### config.mk
export PLATFORM = sky130hd
export DESIGN_NAME = eif_scheduler
export DESIGN_NICKNAME = d
export VERILOG_FILES = /design/src/rtl/eif_pkg.sv /design/src/rtl/eif_step.sv /design/src/rtl/eif_scheduler.sv
export SDC_FILE = /design/constraint.sdc
export NUM_CORES = 1
export LEC_CHECK = 0
export BUFFER_PORTS_ARGS = -buffer_cell sky130_fd_sc_hd__buf_2
export CORE_ASPECT_RATIO = 1.75
export CORE_MARGIN = 1
export CORE_UTILIZATION = 29
export CTS_CLUSTER_SIZE = 30
export DETAILED_ROUTE_END_ITERATION = 12
export GPL_TIMING_DRIVEN = 1
export PLACE_DENSITY = 0.5
export SLEW_MARGIN = 20
export SYNTH_ARGS = -nofsm -noshare
export SYNTH_HDL_FRONTEND = slang
export SYNTH_SLANG_ARGS = --single-unit
### constraint.sdc
create_clock -name clk -period 12.54 [get_ports clk]
set_input_delay 2.508 -clock clk [delete_from_list [all_inputs] [get_ports clk]]
set_output_delay 2.508 -clock clk [all_outputs]
set_load 0.005 [all_outputs]
### src/rtl/eif_pkg.sv
// Shared FSM encoding and default neuron constants for the EIF scheduler.
package eif_pkg;

  localparam int EIF_N_NEUR     = 4;
  localparam int EIF_VT         = 150;
  localparam int EIF_VPEAK      = 240;
  localparam int EIF_VRESET     = 20;
  localparam int EIF_LEAK_SHIFT = 3;
  localparam int EIF_IDX_W      = $clog2(EIF_N_NEUR);

  typedef enum logic [1:0] {
    ST_IDLE,
    ST_CALC,
    ST_WRITE,
    ST_DONE
  } eif_state_t;

endpackage

### src/rtl/eif_step.sv
// One exponential integrate-and-fire update: leak, input current, exponential
// term above the knee, saturation and spike/reset decision.
module eif_step
  import eif_pkg::*;
#(
  parameter int VT         = EIF_VT,
  parameter int VPEAK      = EIF_VPEAK,
  parameter int VRESET     = EIF_VRESET,
  parameter int LEAK_SHIFT = EIF_LEAK_SHIFT
) (
  input  logic [7:0] v,
  input  logic [7:0] i_in,
  output logic [7:0] v_next,
  output logic       spike
);

  logic [9:0] v_ext;
  logic [9:0] leak;
  logic [9:0] exp_term;
  logic [9:0] sum;
  logic [7:0] sat;

  // 10 bits hold the worst case 255 - 31 + 255 + 210 without wrapping
  always_comb begin
    v_ext    = {2'b00, v};
    leak     = v_ext >> LEAK_SHIFT;
    exp_term = (v_ext >= 10'(VT)) ? ((v_ext - 10'(VT)) << 1) : 10'd0;
    sum      = v_ext - leak + {2'b00, i_in} + exp_term;
    sat      = (sum > 10'd255) ? 8'hFF : sum[7:0];
    spike    = (sat >= 8'(VPEAK));
    v_next   = spike ? 8'(VRESET) : sat;
  end

endmodule

### src/rtl/eif_scheduler.sv
// Time-multiplexed EIF neuron array: one shared eif_step datapath sweeps all
// virtual neurons per tick and emits spikes over a valid/ready channel.
module eif_scheduler
  import eif_pkg::*;
#(
  parameter int N_NEUR     = EIF_N_NEUR,
  parameter int VT         = EIF_VT,
  parameter int VPEAK      = EIF_VPEAK,
  parameter int VRESET     = EIF_VRESET,
  parameter int LEAK_SHIFT = EIF_LEAK_SHIFT
) (
  input  logic                 clk,
  input  logic                 rst_n,
  input  logic                 tick,
  input  logic                 cfg_we,
  input  logic [EIF_IDX_W-1:0] cfg_addr,
  input  logic [7:0]           cfg_data,
  output logic                 spike_valid,
  output logic [EIF_IDX_W-1:0] spike_id,
  input  logic                 spike_ready,
  output logic                 busy,
  output logic                 done,
  output logic                 overrun,
  output logic [7:0]           state_out
);

  localparam int IDX_W = EIF_IDX_W;
  localparam logic [IDX_W-1:0] LAST_IDX = IDX_W'(N_NEUR - 1);

  eif_state_t       state_reg;
  logic [IDX_W-1:0] idx_reg;
  logic [7:0]       v_next_reg;
  logic             spike_reg;

  logic [7:0] v_mem    [N_NEUR];
  logic [7:0] i_in_mem [N_NEUR];
  logic [7:0] step_v_next;
  logic       step_spike;
  logic       write_go;

  // A spiking neuron may only leave WRITE once the spike channel is free
  assign write_go = (state_reg == ST_WRITE) &&
                    !(spike_reg && spike_valid && !spike_ready);
  assign busy     = (state_reg != ST_IDLE);
  assign done     = (state_reg == ST_DONE);

  for (genvar gi = 0; gi < N_NEUR; gi++) begin : g_neuron
    logic [7:0] v_q;
    logic [7:0] i_q;

    always_ff @(posedge clk or negedge rst_n) begin
      if (!rst_n) begin
        v_q <= '0;
        i_q <= '0;
      end else begin
        if (write_go && idx_reg == IDX_W'(gi)) v_q <= v_next_reg;
        if (cfg_we && cfg_addr == IDX_W'(gi))  i_q <= cfg_data;
      end
    end

    assign v_mem[gi]    = v_q;
    assign i_in_mem[gi] = i_q;
  end

  eif_step #(
    .VT         (VT),
    .VPEAK      (VPEAK),
    .VRESET     (VRESET),
    .LEAK_SHIFT (LEAK_SHIFT)
  ) u_step (
    .v      (v_mem[idx_reg]),
    .i_in   (i_in_mem[idx_reg]),
    .v_next (step_v_next),
    .spike  (step_spike)
  );

  always_ff @(posedge clk or negedge rst_n) begin
    if (!rst_n) begin
      state_reg   <= ST_IDLE;
      idx_reg     <= '0;
      v_next_reg  <= '0;
      spike_reg   <= 1'b0;
      spike_valid <= 1'b0;
      spike_id    <= '0;
      state_out   <= '0;
      overrun     <= 1'b0;
    end else begin
      if (tick && state_reg != ST_IDLE) overrun <= 1'b1;
      // A spike raised in WRITE below overrides this clear
      if (spike_valid && spike_ready) spike_valid <= 1'b0;

      case (state_reg)
        ST_IDLE: begin
          if (tick) begin
            idx_reg   <= '0;
            state_reg <= ST_CALC;
          end
        end
        ST_CALC: begin
          v_next_reg <= step_v_next;
          spike_reg  <= step_spike;
          state_reg  <= ST_WRITE;
        end
        ST_WRITE: begin
          if (write_go) begin
            state_out <= v_next_reg;
            if (spike_reg) begin
              spike_valid <= 1'b1;
              spike_id    <= idx_reg;
            end
            if (idx_reg == LAST_IDX) begin
              state_reg <= ST_DONE;
            end else begin
              idx_reg   <= idx_reg + 1'b1;
              state_reg <= ST_CALC;
            end
          end
        end
        ST_DONE: state_reg <= ST_IDLE;
        default: state_reg <= ST_IDLE;
      endcase
    end
  end

endmodule

Word-level counts from Yosys, hierarchy flattened
Index checks and enable logic that the tools add are counted.
{"block": "word_totals", "reg_bits": 89, "inputBits": 15, "out_inout_bits": 14, "wordCells": 83}
{"block": "classes", "addsub": 5, "magnitude_cmp": 4, "n_eq_ne": 12, "muxes": 21, "bitwise_logic": 1, "n_reduce_logical": 24}
{"operator": "$mux W8", "count": 6}
{"operator": "$bmux W8 S2", "count": 2}
{"operator": "$ge A8 B8 Y1 const B", "count": 2}
{"operator": "$logic_and A1 B1 Y1", "count": 13}
{"operator": "$eq A2 B2 Y1 const B", "count": 6}
{"operator": "$mux W2", "count": 6}
{"operator": "$add A10 B10 Y10", "count": 1}
{"operator": "$add A10 B8 Y10", "count": 1}
{"operator": "$gt A10 B8 Y1 const B", "count": 1}
{"operator": "$mux W10", "count": 1}
{"operator": "$sub A8 B5 Y9", "count": 1}
{"operator": "$sub A8 B8 Y9 const B", "count": 1}
{"operator": "$pmux W2 S4", "count": 1}
{"operator": "$eq A2 B1 Y1 const B", "count": 3}
{"operator": "$logic_not A2 Y1", "count": 3}
{"operator": "$ne A2 B2 Y1 const B", "count": 3}
{"operator": "$mux W1", "count": 4}
{"operator": "$pmux W2 S2", "count": 1}
{"operator": "$reduce_and A2 Y1", "count": 2}
{"operator": "$reduce_and A4 Y1", "count": 1}
{"operator": "$reduce_bool A2 Y1", "count": 2}
{"operator": "$ge A3 B3 Y1 const B", "count": 1}
{"operator": "$not A2 Y3", "count": 1}
{"operator": "$reduce_and A3 Y1", "count": 1}
{"operator": "other kinds (2)", "count": 3}

Longest topological paths before layout
Gate-level depths: netlist of run 1.
{"block": "depth", "ltp_word": 11, "depth_mapped": 19, "mapped_depth_nobuf": 18}

Cells and area by module
From an unflattened synthesis of run 1, not the netlist that was laid out.
{"block": "hier_totals", "cells_unflattened": 356, "hier_area_um2": 4923.5}
{"module": "eif_scheduler", "instances": 1, "cells_each": 233, "area_each_um2": 3910.0, "seq_area_each_um2": 2227.1}
{"module": "eif_step", "instances": 1, "cells_each": 123, "area_each_um2": 1013.5, "seq_area_each_um2": 0.0}

Worst setup path after synthesis of run 1
OpenSTA, ideal clock, no wires.
{"block": "synth_timing", "path_type": "register -> register", "from": "register idx_reg[0]", "to": "register v_next_reg[3]", "setup_time_ns": 0.156, "arrival_time_ns": 4.577, "required_ns": 12.384, "path_slack_ns": 7.807, "stages_incl_launch_ff": 16, "path_buffers": 1, "period_less_slack_ns": 4.733, "cell_sequence": "dfrtp_1 > buf_6 > mux4_1 > ha_1 > o21a_1 > o21ai_1 > nor2_1 > fa_1 > ha_1 > fa_1 > a21o_1 > a21oi_1 > xor2_1 > or2_2 > o311ai_1 > o31ai_1"}
{"block": "synth_between", "elab_chain_len": 11, "elab_cells_between_ends": 17, "cone_classes": "4 x add/sub; 3 x order compare; 9 x mux; 1 x bitwise"}
{"item": "start, declared", "line": "eif_scheduler.sv:31", "text": "logic [IDX_W-1:0] idx_reg;"}
{"item": "start signal, assigned", "line": "eif_scheduler.sv:114", "text": "idx_reg <= idx_reg + 1'b1;"}
{"item": "$not A2 Y3 (not written as such) (*)", "line": "eif_scheduler.sv:71, eif_scheduler.sv:72"}
{"item": "$bmux W8 S2", "line": "eif_scheduler.sv:71", "text": ".v (v_mem[idx_reg]),"}
{"item": "$mux W8 (not written as such) (2 in a row)", "line": "eif_scheduler.sv:71"}
{"item": "$sub A8 B5 Y9 (tied with other cells)", "line": "eif_step.sv:28", "text": "sum = v_ext - leak + {2'b00, i_in} + exp_term;"}
{"item": "$add A10 B8 Y10 / $mux W10 (equally long branches)", "line": "eif_step.sv:28, eif_step.sv:27"}
{"item": "$add A10 B10 Y10 (*)", "line": "eif_step.sv:28"}
{"item": "$gt A10 B8 Y1", "line": "eif_step.sv:29", "text": "sat = (sum > 10'd255) ? 8'hFF : sum[7:0];"}
{"item": "$mux W8 (*)", "line": "eif_step.sv:29"}
{"item": "$ge A8 B8 Y1", "line": "eif_step.sv:30", "text": "spike = (sat >= 8'(VPEAK));"}
{"item": "$mux W8 (*)", "line": "eif_step.sv:31", "text": "v_next = spike ? 8'(VRESET) : sat;"}
{"item": "end signal, assigned", "line": "eif_scheduler.sv:100", "text": "v_next_reg <= step_v_next;"}
{"item": "end, declared", "line": "eif_scheduler.sv:32", "text": "logic [7:0] v_next_reg;"}
Mark *: on every way between the ends. The rest lies on a longest branch, timed or not. The select of a mux whose other input is x is not followed.
A chain may end at the register's enable or synchronous reset.

Worst setup path in the final report of run 1
{"block": "layout_timing", "from": "register idx_reg[0]", "to": "register v_next_reg[5]"}
Same word-level chain as after synthesis.

==> metrics.txt, run 1 <==
# TYPE chip_impl_metric gauge
chip_impl_metric{name="cts.path.max_buffers",unit=""} 2
chip_impl_metric{name="grt_overflow",unit=""} 0
chip_impl_metric{name="multi_input_area",unit="mm2"} 0.002382
chip_impl_metric{name="numClockSinks",unit=""} 89
chip_impl_metric{name="groute.usage.overall",unit="%"} 13.67
chip_impl_metric{name="synth.yosys.seq_area_share",unit="%"} 46.71
chip_impl_metric{name="transition_time_at_the_pin_with_the_least_slew_margin",unit="ns"} 1.026
chip_impl_metric{name="fill_cells",unit=""} 1556
chip_impl_metric{name="area_growth_syn_to_layout",unit="%"} 14.59
chip_impl_metric{name="cts_repair_resize_count",unit=""} 0
chip_impl_info{name="kind_of_end_point_of_the_critical_path",value="flip-flop"} 1
chip_impl_metric{name="gr-usage-met3",unit="%"} 2.032
chip_impl_info{name="crit_chain",value="buf_4, mux4_1, ha_1, o21a_1, o21ai_1, nor2_1, fa_1, ha_1, fa_1, a21o_1, a21oi_1, xor2_1, or2_2, o311ai_1, o31ai_1"} 1
chip_impl_metric{name="die_h",unit="um"} 171.6
chip_impl_metric{name="cp.required",unit="ns"} 12.71
chip_impl_metric{name="die_footprint",unit="mm2"} 0.01698
chip_impl_metric{name="synthesis.instances",unit=""} 388
chip_impl_metric{name="remaining_drc_errors",unit=""} 0
chip_impl_metric{name="timing.final.hold_violations",unit=""} 0
chip_impl_info{name="rsz0062_at_grt",value="no"} 1
chip_impl_metric{name="h-tree-depth",unit=""} 3
chip_impl_metric{name="place.port_buffers",unit=""} 28
chip_impl_metric{name="max_cap_viol_count",unit=""} 0
chip_impl_metric{name="viasPerCell",unit=""} 4.933
chip_impl_metric{name="antenna_violating_nets_post_route",unit=""} 0
chip_impl_metric{name="first_global_vias",unit=""} 3330
chip_impl_metric{name="wire_length_of_the_first_global_routing_pass",unit="um"} 17440
chip_impl_info{name="largestRegisters",value="g_neuron.i_q x32, g_neuron.v_q x32"} 1
chip_impl_metric{name="syn-cell-area",unit="mm2"} 0.004768
chip_impl_metric{name="cts.hold.buffers_added",unit=""} 0
chip_impl_metric{name="setup_viol_count_final",unit=""} 0
chip_impl_info{name="tritoncts",value="yes"} 1
chip_impl_info{name="setup.worst_path.class",value="reg -> reg"} 1
chip_impl_metric{name="clkTransAtPathRegs",unit="ns"} 0.06
chip_impl_metric{name="postSynthNetCount",unit=""} 432
chip_impl_metric{name="cts_made_buffers",unit=""} 9
chip_impl_info{name="r2r-end",value="v_next_reg[5]$_DFFE_PN0N_"} 1
chip_impl_metric{name="wire_per_inst",unit="um"} 17.36
chip_impl_metric{name="post_synth.cell_area_avg",unit="um2"} 12.29
chip_impl_metric{name="timing.final.crit_period",unit="ns"} 5.656
chip_impl_metric{name="drt_wl_total",unit="um"} 10700
chip_impl_info{name="crit-reg2reg-launch",value="idx_reg[0]$_DFFE_PN0P_"} 1
chip_impl_info{name="root_buffer",value="sky130_fd_sc_hd__clkbuf_16"} 1
chip_impl_metric{name="final_layout_size_suffix_gt1_share",unit="%"} 30.68
chip_impl_metric{name="r2r_cells",unit=""} 15
chip_impl_metric{name="boundaryPins",unit=""} 29
chip_impl_metric{name="fin_crit_sh",unit="%"} 45.10
chip_impl_metric{name="max_clock_freq",unit="GHz"} 0.1768
chip_impl_metric{name="cpPeakStageDelay",unit="ns"} 0.88
chip_impl_metric{name="initial_utilization",unit="%"} 29.89
chip_impl_metric{name="fin_nets",unit=""} 467
chip_impl_metric{name="critPathArrivalTime",unit="ns"} 5.82
chip_impl_metric{name="setup_total_negative_slack",unit="ns"} 0
chip_impl_metric{name="dr.pass1.iters",unit=""} 4
chip_impl_metric{name="dieWidth",unit="um"} 98.93
chip_impl_metric{name="min_path_cells",unit=""} 1
chip_impl_metric{name="layout.area.seq",unit="mm2"} 0.002227
chip_impl_metric{name="globalRouteMet2Util",unit="%"} 26.66
chip_impl_metric{name="dpl.hpwl",unit="um"} 8396
chip_impl_metric{name="clkLatencyLatePin",unit="ns"} 0.34
chip_impl_metric{name="postSynthRegisterBits",unit=""} 89
chip_impl_metric{name="slew_violations",unit=""} 0
chip_impl_info{name="worst_path_dominant_cell_family",value="compound AO/OA/AOI/OAI gates"} 1
chip_impl_metric{name="detailedRoute.firstIterationViolations",unit=""} 121
chip_impl_info{name="global_route.peak_usage_layer",value="met2"} 1
chip_impl_metric{name="ff2ff_setup_slack",unit="ns"} 6.88
chip_impl_metric{name="vias",unit=""} 3039
chip_impl_metric{name="crit_buf_inv",unit=""} 1
chip_impl_info{name="crit_start",value="idx_reg[0]$_DFFE_PN0P_"} 1
chip_impl_info{name="cp-start-kind",value="flip-flop"} 1
chip_impl_info{name="timing.hold.worst.start",value="overrun$_DFFE_PN0P_"} 1
chip_impl_metric{name="grt_start_max_net_pins",unit=""} 77
chip_impl_metric{name="coreArea",unit="mm2"} 0.01595
chip_impl_info{name="worstHoldPathType",value="reg -> reg"} 1
chip_impl_metric{name="timing.slew.headroom",unit="%"} 30.55
chip_impl_metric{name="synth.lib_cells_used.distinct",unit=""} 43
chip_impl_metric{name="rows",unit=""} 61
chip_impl_metric{name="cp_max_fo",unit=""} 18
chip_impl_metric{name="worst_clock_skew",unit="ns"} 0.009598
chip_impl_metric{name="antenna_cells_inserted",unit=""} 0
chip_impl_metric{name="postCtsSetupRepairBufs",unit=""} 0
chip_impl_info{name="timing.hold.worst_endpoint",value="overrun$_DFFE_PN0P_"} 1
chip_impl_info{name="critPathSlowestCell",value="sky130_fd_sc_hd__o311ai_1"} 1
chip_impl_info{name="outcome",value="completed"} 1
chip_impl_metric{name="place_congestion",unit=""} 0.8024
chip_impl_metric{name="met1_usage",unit="%"} 14.05
chip_impl_metric{name="grt_antenna_before_repair",unit=""} 0
chip_impl_metric{name="synth-warning-count",unit=""} 0
==> layout by cell type, fill, tap and decap left out, types with 6 or more instances in the layout <==
master                       n
sky130_fd_sc_hd__a21oi_1     6
sky130_fd_sc_hd__buf_2      27
sky130_fd_sc_hd__clkbuf_16   9
sky130_fd_sc_hd__dfrtp_1    89
sky130_fd_sc_hd__fa_1        9
sky130_fd_sc_hd__ha_1       20
sky130_fd_sc_hd__inv_1      33
sky130_fd_sc_hd__mux2_2     64
sky130_fd_sc_hd__mux4_2     14
sky130_fd_sc_hd__nand2_1    52
sky130_fd_sc_hd__nor2_1     10
sky130_fd_sc_hd__nor2b_1     6
sky130_fd_sc_hd__o21ai_0    13
sky130_fd_sc_hd__o31ai_1     8
sky130_fd_sc_hd__xnor2_1    10
==> stage by stage <==
step / hold WS [ns] / setup WS [ns] / instance area (um2) / cells / util [%]
2_1_floorplan: 0.4510 / 7.807 / 4768 / 388 / -
3_3_place_gp: 0.4323 / 7.051 / 5135 / 601 / 32.19
3_5_place_dp: 0.4390 / 6.890 / 5135 / 601 / 32.19
4_1_cts: 0.4541 / 6.872 / 5464 / 616 / 34.25
5_1_grt: 0.4901 / 6.511 / 5464 / 616 / 34.25
6_report: 0.4500 / 6.884 / 5464 / 616 / 34.25
==> Yosys cell counts <==
master,instances,area (um2)
sky130_fd_sc_hd__nor4_1,1,6.260
sky130_fd_sc_hd__nor3_1,1,5.000
sky130_fd_sc_hd__nand3_1,1,5.000
sky130_fd_sc_hd__o21a_1,4,30.03
sky130_fd_sc_hd__xor2_1,5,43.79
sky130_fd_sc_hd__o22ai_1,1,6.260
sky130_fd_sc_hd__nor2b_1,6,37.54
sky130_fd_sc_hd__o31ai_1,8,60.06
sky130_fd_sc_hd__mux4_1,2,52.55
sky130_fd_sc_hd__a21oi_1,6,30.03
sky130_fd_sc_hd__o22a_1,1,8.760
sky130_fd_sc_hd__nor4_2,1,12.51
sky130_fd_sc_hd__buf_1,2,7.510
sky130_fd_sc_hd__or4_4,1,11.26
sky130_fd_sc_hd__nand3b_1,3,22.52
sky130_fd_sc_hd__mux2_2,64,720.7
sky130_fd_sc_hd__and2_1,1,6.260
sky130_fd_sc_hd__o21bai_1,1,7.510
sky130_fd_sc_hd__clkbuf_1,3,11.26
sky130_fd_sc_hd__nand4_1,1,6.260
sky130_fd_sc_hd__dfrtp_1,89,2227
sky130_fd_sc_hd__or2_2,2,12.51
sky130_fd_sc_hd__o31a_1,2,17.52
sky130_fd_sc_hd__o21ai_0,13,65.06
sky130_fd_sc_hd__or2_4,1,8.760
sky130_fd_sc_hd__a211oi_1,1,7.510
sky130_fd_sc_hd__fa_1,9,180.2
sky130_fd_sc_hd__nand2b_1,5,31.28
sky130_fd_sc_hd__nor3b_1,2,15.01
sky130_fd_sc_hd__a21o_1,5,37.54
sky130_fd_sc_hd__buf_6,1,11.26
sky130_fd_sc_hd__nand2_1,52,195.2
sky130_fd_sc_hd__nor2_1,10,37.54
sky130_fd_sc_hd__xnor2_1,10,87.58
sky130_fd_sc_hd__a21oi_2,1,8.760
sky130_fd_sc_hd__ha_1,20,250.2
sky130_fd_sc_hd__buf_2,1,5.000
sky130_fd_sc_hd__o32a_1,1,10.01
sky130_fd_sc_hd__o21ai_1,1,5.000
sky130_fd_sc_hd__mux4_2,14,315.3
sky130_fd_sc_hd__o311ai_1,1,8.760
sky130_fd_sc_hd__xnor2_2,1,16.27
sky130_fd_sc_hd__inv_1,33,123.9
==> layout make-up <==
cell class,instances,share of cell area (%)
clock inverter,4,1.397
inverter,33,2.267
multi-input combinational,259,43.60
timing repair buffer,31,3.023
clock buffer,11,4.626
sequential,89,40.76
tap,189,4.328
==> kinds of logic (layout without fill, tap and decap cells) <==
| kind of cell | Yosys count | after routing | share of synthesized area (%) |
|---|---|---|---|
| DFF | 89 | 89 | 46.71 |
| and+or+nand+nor | 88 | 88 | 8.659 |
| buffers and inverters | 40 | 79 | 3.332 |
| AOI/OAI and AO/OA | 46 | 46 | 6.350 |
| adders and majority gates | 29 | 29 | 9.026 |
| xor gates and xnor gates | 16 | 16 | 3.096 |
| muxes | 80 | 80 | 22.83 |
==> worst register-to-register path, delay by kind of cell, from the launching register on <==
family	cells	cell delay [ns]
buffers and inverters	1	0.35
and+or+nand+nor	2	0.40
muxes	1	0.72
adders and majority gates	4	1.40
DFF	1	0.45
AOI/OAI and AO/OA	6	2.06
xor gates and xnor gates	1	0.12
==> routing by layer <==
layer	share of wire [%]	up-vias
li1	-	1422
met5	0	-
met1	37	1564
met4	2.4	0
met2	58	37
met3	2.4	16
==> worst max path at each step <==
| stage | slack, ns | cells after the start | end |
|---|---|---|---|
| finish | 6.88 | 15 | v_next_reg[5]$_DFFE_PN0N_ |
| global route | 6.51 | 16 | v_next_reg[1]$_DFFE_PN0N_ |
| CTS | 6.87 | 15 | v_next_reg[5]$_DFFE_PN0N_ |
| detailed placement | 6.89 | 15 | v_next_reg[1]$_DFFE_PN0N_ |
| global placement | 7.05 | 15 | v_next_reg[3]$_DFFE_PN0N_ |
| floorplan | 7.81 | 15 | v_next_reg[3]$_DFFE_PN0N_ |
Power of run 1 is not shown: default switching activity piles up to over one toggle a cycle in this logic, so the estimate is an artifact.
==> run 2: changes to the inputs <==
--- a/config.mk
+++ b/config.mk
@@ -5,6 +5,7 @@
 export SDC_FILE = /design/constraint.sdc
 export NUM_CORES = 1
 export LEC_CHECK = 0
+export ABC_AREA = 1
 export BUFFER_PORTS_ARGS = -buffer_cell sky130_fd_sc_hd__buf_2
 export CORE_ASPECT_RATIO = 1.75
 export CORE_MARGIN = 1
@@ -12,7 +13,7 @@
 export CTS_CLUSTER_SIZE = 30
 export DETAILED_ROUTE_END_ITERATION = 12
 export GPL_TIMING_DRIVEN = 1
-export PLACE_DENSITY = 0.5
+export PLACE_DENSITY = 0.51
 export SLEW_MARGIN = 20
 export SYNTH_ARGS = -nofsm -noshare
 export SYNTH_HDL_FRONTEND = slang
==> constraint.sdc (replaced) <==
create_clock -name clk -period 4.9 [get_ports clk]
set_input_delay 0.98 -clock clk [delete_from_list [all_inputs] [get_ports clk]]
set_output_delay 0.98 -clock clk [all_outputs]
set_load 0.005 [all_outputs]
==> metrics.txt, run 2 <==
# TYPE chip_impl_metric gauge
chip_impl_metric{name="place.port_buffers",unit=""} 28
chip_impl_info{name="outcome",value="completed"} 1
chip_impl_metric{name="synthesis.instances",unit=""} 628
chip_impl_metric{name="slew_violations",unit=""} 0
chip_impl_metric{name="crit_buf_inv",unit=""} 5
chip_impl_info{name="crit_chain",value="buf_4, nand2_1, nand3_1, nand2_2, inv_1, ha_1, fa_1, nor2_1, nor2_1, nor2_1, inv_1, nand3_1, xnor2_1, fa_1, inv_1, ha_1, nand2_1, o21ai_0, a21oi_1, xor2_1, buf_4, o211ai_2, nand2_4, a21oi_1"} 1
chip_impl_metric{name="fin_nets",unit=""} 700
chip_impl_metric{name="clkTransAtPathRegs",unit="ns"} 0.08
chip_impl_metric{name="viasPerCell",unit=""} 4.606
chip_impl_metric{name="cpPeakStageDelay",unit="ns"} 0.54
chip_impl_metric{name="groute.usage.overall",unit="%"} 15.37
chip_impl_info{name="worst_path_dominant_cell_family",value="adder cells"} 1
chip_impl_metric{name="synth-warning-count",unit=""} 0
chip_impl_info{name="ys_top_cells_by_count",value="194 x sky130_fd_sc_hd__nand2_1, 89 x sky130_fd_sc_hd__dfrtp_1, 83 x sky130_fd_sc_hd__o21ai_0"} 1
chip_impl_metric{name="dpl.hpwl",unit="um"} 9674
chip_impl_metric{name="clkLatencyLatePin",unit="ns"} 0.35
chip_impl_metric{name="die_footprint",unit="mm2"} 0.01790
chip_impl_metric{name="area_growth_syn_to_layout",unit="%"} 14.10
chip_impl_metric{name="cts.hold.buffers_added",unit=""} 0
chip_impl_metric{name="post_synth.cell_area_avg",unit="um2"} 8.013
chip_impl_metric{name="coreArea",unit="mm2"} 0.01695
chip_impl_metric{name="synth.yosys.seq_area_share",unit="%"} 44.26
chip_impl_metric{name="final_layout_size_suffix_gt1_share",unit="%"} 13.16
chip_impl_info{name="root_buffer",value="sky130_fd_sc_hd__clkbuf_16"} 1
chip_impl_metric{name="antenna_cells_inserted",unit=""} 0
chip_impl_metric{name="cts.path.max_buffers",unit=""} 2
chip_impl_metric{name="h-tree-depth",unit=""} 3
chip_impl_info{name="post-synth-top-count-cell",value="sky130_fd_sc_hd__nand2_1"} 1
chip_impl_metric{name="setup_total_negative_slack",unit="ns"} 0
chip_impl_metric{name="vias",unit=""} 4090
chip_impl_metric{name="cp_max_fo",unit=""} 14
chip_impl_info{name="tritoncts",value="yes"} 1
chip_impl_metric{name="timing.final.hold_violations",unit=""} 0
chip_impl_metric{name="timing.slew.headroom",unit="%"} 56.00
chip_impl_metric{name="rows",unit=""} 63
chip_impl_metric{name="initial_utilization",unit="%"} 29.69
chip_impl_metric{name="dr.pass1.iters",unit=""} 5
chip_impl_metric{name="syn-cell-area",unit="mm2"} 0.005032
chip_impl_info{name="synth_top_flop_cell",value="sky130_fd_sc_hd__dfrtp_1"} 1
chip_impl_metric{name="wire_per_inst",unit="um"} 14.03
chip_impl_metric{name="die_h",unit="um"} 176.3
chip_impl_metric{name="postSynthRegisterBits",unit=""} 89
chip_impl_metric{name="timing.final.crit_period",unit="ns"} 4.483
chip_impl_metric{name="fin_crit_sh",unit="%"} 91.50
chip_impl_metric{name="place_congestion",unit=""} 0.9136
chip_impl_metric{name="cp.required",unit="ns"} 5.14
chip_impl_metric{name="setup_viol_count_final",unit=""} 0
chip_impl_metric{name="number_of_enable_type_register_cells_in_the_synthesized_netlist",unit=""} 0
chip_impl_info{name="cp-start-kind",value="flip-flop"} 1
chip_impl_info{name="ys_top_cells_by_area",value="sky130_fd_sc_hd__dfrtp_1 44%, sky130_fd_sc_hd__nand2_1 14%, sky130_fd_sc_hd__o21ai_0 8.3%"} 1
chip_impl_metric{name="first_global_vias",unit=""} 4185
chip_impl_metric{name="numClockSinks",unit=""} 89
chip_impl_info{name="critPathSlowestCell",value="sky130_fd_sc_hd__fa_1"} 1
chip_impl_info{name="rsz0062_at_grt",value="no"} 1
chip_impl_metric{name="max_cap_viol_count",unit=""} 0
chip_impl_metric{name="worst_clock_skew",unit="ns"} 0.01190
chip_impl_metric{name="transition_time_at_the_pin_with_the_least_slew_margin",unit="ns"} 0.6575
chip_impl_info{name="layout.cells.most_common",value="sky130_fd_sc_hd__nand2_1"} 1
chip_impl_metric{name="multi_input_area",unit="mm2"} 0.002419
chip_impl_metric{name="drt_wl_total",unit="um"} 12460
chip_impl_info{name="yosysTopAreaCell",value="sky130_fd_sc_hd__dfrtp_1"} 1
chip_impl_metric{name="postCtsSetupRepairBufs",unit=""} 0
chip_impl_info{name="kind_of_end_point_of_the_critical_path",value="flip-flop"} 1
chip_impl_metric{name="cts_made_buffers",unit=""} 9
chip_impl_info{name="worstHoldPathType",value="reg -> reg"} 1
chip_impl_metric{name="dieWidth",unit="um"} 101.6
chip_impl_metric{name="yosys.area.top_type_share",unit="%"} 44.26
chip_impl_metric{name="boundaryPins",unit=""} 29
chip_impl_metric{name="grt_antenna_before_repair",unit=""} 0
chip_impl_metric{name="layout.area.seq",unit="mm2"} 0.002227
chip_impl_metric{name="synthArstFlopShare",unit="%"} 100.0
chip_impl_metric{name="postSynthNetCount",unit=""} 672
chip_impl_metric{name="wire_length_of_the_first_global_routing_pass",unit="um"} 20920
chip_impl_info{name="setup.worst_path.class",value="reg -> reg"} 1
chip_impl_metric{name="fill_cells",unit=""} 1768
chip_impl_metric{name="detailedRoute.firstIterationViolations",unit=""} 186
chip_impl_info{name="largestRegisters",value="g_neuron.i_q x32, g_neuron.v_q x32"} 1
chip_impl_info{name="mostFrequentLayoutCells",value="194 x sky130_fd_sc_hd__nand2_1, 89 x sky130_fd_sc_hd__dfrtp_1, 83 x sky130_fd_sc_hd__o21ai_0"} 1
chip_impl_metric{name="antenna_violating_nets_post_route",unit=""} 0
chip_impl_metric{name="grt_start_max_net_pins",unit=""} 55
chip_impl_metric{name="grt_overflow",unit=""} 0
chip_impl_metric{name="max_clock_freq",unit="GHz"} 0.2230
chip_impl_metric{name="remaining_drc_errors",unit=""} 0
chip_impl_metric{name="critPathArrivalTime",unit="ns"} 4.72
chip_impl_metric{name="cts_repair_resize_count",unit=""} 0
chip_impl_metric{name="synth.lib_cells_used.distinct",unit=""} 37
==> run 2: stage by stage <==
step / area, um2 / setup slack (ns) / instances / hold WS, ns / util (%)
after floorplan: 5032 / 0.5631 / 628 / 0.4478 / -
after global placement: 5408 / 0.4594 / 871 / 0.4353 / 31.91
after detailed placement: 5435 / 0.4401 / 872 / 0.4396 / 32.07
after CTS: 5742 / 0.4185 / 888 / 0.4663 / 33.88
after global routing: 5742 / 0.009404 / 888 / 0.5098 / 33.88
final: 5742 / 0.4166 / 888 / 0.4660 / 33.88
==> run 2: final cells by class <==
cell class	instances	area share, %
Timing Repair Buffer	36	3.879
Multi-Input combinational cell	446	42.12
Tap cell	227	4.947
Clock buffer	9	3.922
Sequential cell	89	38.79
Clock inverter	7	1.416
Inverter	74	4.925
==> run 2: layer usage <==
layer	vias up	GRT usage (%)	part of all wire, %
li1	2075	-	-
met1	1921	16.22	39
met2	70	28.01	54
met3	24	2.019	2.7
met4	0	9.722	5.1
met5	-	0	0
==> run 2: cells by family (layout without fill, tap and decap cells) <==
group                      after synthesis  count (layout)  share of synthesized area (%)
DFF                                     89              89                          44.26
adders and majority gates               29              29                          8.553
buffers and inverters                   93             126                          7.683
AOI/OAI and AO/OA                      120             120                          13.10
xor gates and xnor gates                11              11                          1.915
and+or+nand+nor                        286             286                          24.49
==> run 2: worst paths after layout <==
path / slack (ns) / startpoint / cells past startpoint / end
worst max register to register: 0.42 / idx_reg[0]$_DFFE_PN0P_ / 24 / v_next_reg[2]$_DFFE_PN0N_
max in group asynchronous: 3.68 / rst_n / 2 / g_neuron[1].v_q[7]$_DFFE_PN0P_
worst min register to register: 0.47 / overrun$_DFFE_PN0P_ / 1 / overrun$_DFFE_PN0P_
worst min-delay path: 0.47 / overrun$_DFFE_PN0P_ / 1 / overrun$_DFFE_PN0P_
min in group asynchronous: 0.58 / rst_n / 1 / g_neuron[2].i_q[1]$_DFFE_PN0P_
worst max-delay path: 0.42 / idx_reg[0]$_DFFE_PN0P_ / 24 / v_next_reg[2]$_DFFE_PN0N_
Power of run 2 is left out for the same reason.
==> run 3: changes to the inputs <==
--- a/config.mk
+++ b/config.mk
@@ -6,7 +6,7 @@
 export NUM_CORES = 1
 export LEC_CHECK = 0
 export ABC_AREA = 1
-export BUFFER_PORTS_ARGS = -buffer_cell sky130_fd_sc_hd__buf_2
+export BUFFER_PORTS_ARGS = -buffer_cell sky130_fd_sc_hd__clkbuf_2
 export CORE_ASPECT_RATIO = 1.75
 export CORE_MARGIN = 1
 export CORE_UTILIZATION = 29
@@ -17,4 +17,5 @@
 export SLEW_MARGIN = 20
 export SYNTH_ARGS = -nofsm -noshare
 export SYNTH_HDL_FRONTEND = slang
+export SYNTH_HIERARCHICAL = 1
 export SYNTH_SLANG_ARGS = --single-unit
==> metrics.txt, run 3 <==
# TYPE chip_impl_metric gauge
chip_impl_info{name="mostFrequentLayoutCells",value="228 x sky130_fd_sc_hd__nand2_1, 89 x sky130_fd_sc_hd__dfrtp_1, 69 x sky130_fd_sc_hd__o21ai_0"} 1
chip_impl_metric{name="cp.required",unit="ns"} 5.14
chip_impl_metric{name="fin_crit_sh",unit="%"} 92.03
chip_impl_metric{name="antenna_cells_inserted",unit=""} 0
chip_impl_metric{name="initial_utilization",unit="%"} 29.84
chip_impl_metric{name="post_synth_xor_area_fraction",unit="%"} 1.552
chip_impl_metric{name="postSynthNetCount",unit=""} 689
chip_impl_metric{name="remaining_drc_errors",unit=""} 0
chip_impl_metric{name="clkTransAtPathRegs",unit="ns"} 0.07
chip_impl_info{name="tritoncts",value="yes"} 1
chip_impl_metric{name="setup_total_negative_slack",unit="ns"} 0
chip_impl_metric{name="dr.pass1.iters",unit=""} 6
chip_impl_info{name="crit_top_cell",value="sky130_fd_sc_hd__nand2_1"} 1
chip_impl_metric{name="crit_buf_inv",unit=""} 2
chip_impl_metric{name="dpl.hpwl",unit="um"} 10620
chip_impl_metric{name="yosys.area.top_type_share",unit="%"} 43.84
chip_impl_metric{name="wire_per_inst",unit="um"} 15.24
chip_impl_metric{name="worst_clock_skew",unit="ns"} 0.008232
chip_impl_info{name="largestRegisters",value="g_neuron.i_q x32, g_neuron.v_q x32"} 1
chip_impl_metric{name="setup_viol_count_final",unit=""} 0
chip_impl_metric{name="cpPeakStageDelay",unit="ns"} 0.56
chip_impl_info{name="root_buffer",value="sky130_fd_sc_hd__clkbuf_16"} 1
chip_impl_metric{name="timing.final.hold_violations",unit=""} 0
chip_impl_info{name="layout.cells.most_common",value="sky130_fd_sc_hd__nand2_1"} 1
chip_impl_metric{name="boundaryPins",unit=""} 29
chip_impl_metric{name="final_layout_size_suffix_gt1_share",unit="%"} 14.29
chip_impl_metric{name="cts_made_buffers",unit=""} 9
chip_impl_metric{name="antenna_violating_nets_post_route",unit=""} 0
chip_impl_metric{name="area_share_of_and_or_nand_nor_cells_after_synthesis",unit="%"} 29.04
chip_impl_metric{name="place.port_buffers",unit=""} 28
chip_impl_metric{name="critPathArrivalTime",unit="ns"} 4.75
chip_impl_metric{name="cts.path.max_buffers",unit=""} 2
chip_impl_metric{name="post_synth.cell_area_avg",unit="um2"} 7.876
chip_impl_metric{name="clkLatencyLatePin",unit="ns"} 0.35
chip_impl_metric{name="die_footprint",unit="mm2"} 0.01807
chip_impl_metric{name="drt_wl_total",unit="um"} 13910
chip_impl_info{name="crit_chain",value="buf_12, nor2_1, o22ai_2, ha_1, o21ai_1, nand2_1, nand2_1, nand2_4, inv_1, nor2_1, fa_1, ha_1, fa_1, nand3_1, nand2_1, nand2_1, nand2_1, o41ai_4, nor2_1, nand3_1, nand2_1"} 1
chip_impl_info{name="setup.worst_path.class",value="reg -> reg"} 1
chip_impl_metric{name="number_of_enable_type_register_cells_in_the_synthesized_netlist",unit=""} 0
chip_impl_info{name="post-synth-top-count-cell",value="sky130_fd_sc_hd__nand2_1"} 1
chip_impl_info{name="synth_top_flop_cell",value="sky130_fd_sc_hd__dfrtp_1"} 1
chip_impl_metric{name="syn-cell-area",unit="mm2"} 0.005080
chip_impl_metric{name="cp_max_fo",unit=""} 37
chip_impl_metric{name="synth.yosys.seq_area_share",unit="%"} 43.84
chip_impl_metric{name="transition_time_at_the_pin_with_the_least_slew_margin",unit="ns"} 0.6780
chip_impl_metric{name="viasPerCell",unit=""} 4.748
chip_impl_metric{name="coreArea",unit="mm2"} 0.01703
chip_impl_metric{name="rows",unit=""} 63
chip_impl_metric{name="max_cap_viol_count",unit=""} 0
chip_impl_metric{name="slew_violations",unit=""} 0
chip_impl_info{name="critPathSlowestCell",value="sky130_fd_sc_hd__o41ai_4"} 1
chip_impl_metric{name="timing.slew.headroom",unit="%"} 54.80
chip_impl_info{name="kind_of_end_point_of_the_critical_path",value="flip-flop"} 1
chip_impl_metric{name="synthesis.instances",unit=""} 645
chip_impl_metric{name="synth_fa_ha_area_share",unit="%"} 8.473
chip_impl_metric{name="synth.lib_cells_used.distinct",unit=""} 34
chip_impl_metric{name="max_clock_freq",unit="GHz"} 0.2217
chip_impl_metric{name="synth_compound_gate_area_share",unit="%"} 11.70
chip_impl_info{name="worst_path_dominant_cell_family",value="adder cells"} 1
chip_impl_metric{name="grt_antenna_before_repair",unit=""} 0
chip_impl_metric{name="timing.final.crit_period",unit="ns"} 4.510
chip_impl_metric{name="vias",unit=""} 4335
chip_impl_info{name="cp-start-kind",value="flip-flop"} 1
chip_impl_info{name="worstHoldPathType",value="reg -> reg"} 1
chip_impl_info{name="yosysTopAreaCell",value="sky130_fd_sc_hd__dfrtp_1"} 1
chip_impl_metric{name="grt_overflow",unit=""} 0
chip_impl_info{name="rsz0062_at_grt",value="no"} 1
chip_impl_metric{name="synth_mux_area_share",unit="%"} 0
chip_impl_metric{name="area_growth_syn_to_layout",unit="%"} 15.99
chip_impl_metric{name="synthArstFlopShare",unit="%"} 100.0
chip_impl_metric{name="die_h",unit="um"} 177.1
chip_impl_metric{name="synth-warning-count",unit=""} 6
chip_impl_metric{name="postSynthRegisterBits",unit=""} 89
chip_impl_metric{name="dieWidth",unit="um"} 102.0
chip_impl_metric{name="place_congestion",unit=""} 0.8642
chip_impl_metric{name="numClockSinks",unit=""} 89
chip_impl_metric{name="detailedRoute.firstIterationViolations",unit=""} 190
chip_impl_metric{name="grt_start_max_net_pins",unit=""} 54
chip_impl_info{name="outcome",value="completed"} 1
chip_impl_metric{name="fin_nets",unit=""} 725
chip_impl_metric{name="wire_length_of_the_first_global_routing_pass",unit="um"} 22900
chip_impl_info{name="synth_top_family_by_area",value="simple AND/OR/NAND/NOR gates"} 1
chip_impl_info{name="ys_top_cells_by_count",value="228 x sky130_fd_sc_hd__nand2_1, 89 x sky130_fd_sc_hd__dfrtp_1, 69 x sky130_fd_sc_hd__o21ai_0"} 1
chip_impl_metric{name="fill_cells",unit=""} 1843
chip_impl_metric{name="first_global_vias",unit=""} 4368
chip_impl_metric{name="h-tree-depth",unit=""} 3
chip_impl_info{name="ys_top_cells_by_area",value="sky130_fd_sc_hd__dfrtp_1 44%, sky130_fd_sc_hd__nand2_1 17%, sky130_fd_sc_hd__o21ai_0 6.8%"} 1
chip_impl_metric{name="groute.usage.overall",unit="%"} 16.89
==> run 3: kinds of logic (layout without fill, tap and decap cells) <==
family,count (synthesis),in the layout
AO/OA/AOI/OAI,108,108
XOR/XNOR,9,9
flip-flops,89,89
AND/OR/NAND/NOR,342,342
buffers and inverters,68,109
adder cells (fa/ha/maj),29,29
==> run 3: metal layers <==
metal  track usage [%]  up-vias  part of all wire (%)
met3             2.291       24                   2.6
met5                 0        -                     0
met1             17.74     2071                    38
li1                  -     2152                     -
met2             31.74       88                    56
met4             8.690        0                   4.1
==> run 3: through the flow <==
step	hold WS [ns]	instance area [um2]	worst slack [ns]	utilization, %	instances
2_1_floorplan	0.4426	5080	0.3619	-	645
3_3_place_gp	0.4398	5558	0.3051	32.64	897
3_5_place_dp	0.4474	5558	0.2695	32.64	897
4_1_cts	0.4684	5862	0.2403	34.43	913
5_1_grt	0.4898	5892	0.02484	34.60	913
6_report	0.4642	5892	0.3903	34.60	913
==> run 3: what timing repair did <==
action,CTS,global route
buffers inserted,0,0
hold buffers,0,0
gates resized for setup,0,7
endpoints found under the setup margin,0,8
==> run 3: final cells by class <==
| class | count | area [um2] | area share (%) |
|---|---|---|---|
| clock buffer | 9 | 225.2 | 3.822 |
| timing repair buffer | 43 | 280.3 | 4.757 |
| multi-input combinational | 488 | 2609 | 44.28 |
| inverter | 50 | 187.7 | 3.185 |
| tap | 227 | 284.0 | 4.821 |
| sequential | 89 | 2227 | 37.80 |
| clock inverter | 7 | 78.83 | 1.338 |
==> run 3: path summary, 6_finish.rpt <==
check | start | to | slack, ns | depth (start not counted)
setup / recovery | idx_reg[0]$_DFFE_PN0P_ | v_next_reg[0]$_DFFE_PN0N_ | 0.39 | 21
hold / removal | overrun$_DFFE_PN0P_ | overrun$_DFFE_PN0P_ | 0.46 | 1
setup reg to reg | idx_reg[0]$_DFFE_PN0P_ | v_next_reg[0]$_DFFE_PN0N_ | 0.39 | 21
hold reg to reg | overrun$_DFFE_PN0P_ | overrun$_DFFE_PN0P_ | 0.46 | 1
max in group asynchronous | rst_n | g_neuron[2].i_q[3]$_DFFE_PN0P_ | 3.28 | 2
min in group asynchronous | rst_n | overrun$_DFFE_PN0P_ | 0.66 | 1
Power of run 3 is left out for the same reason.
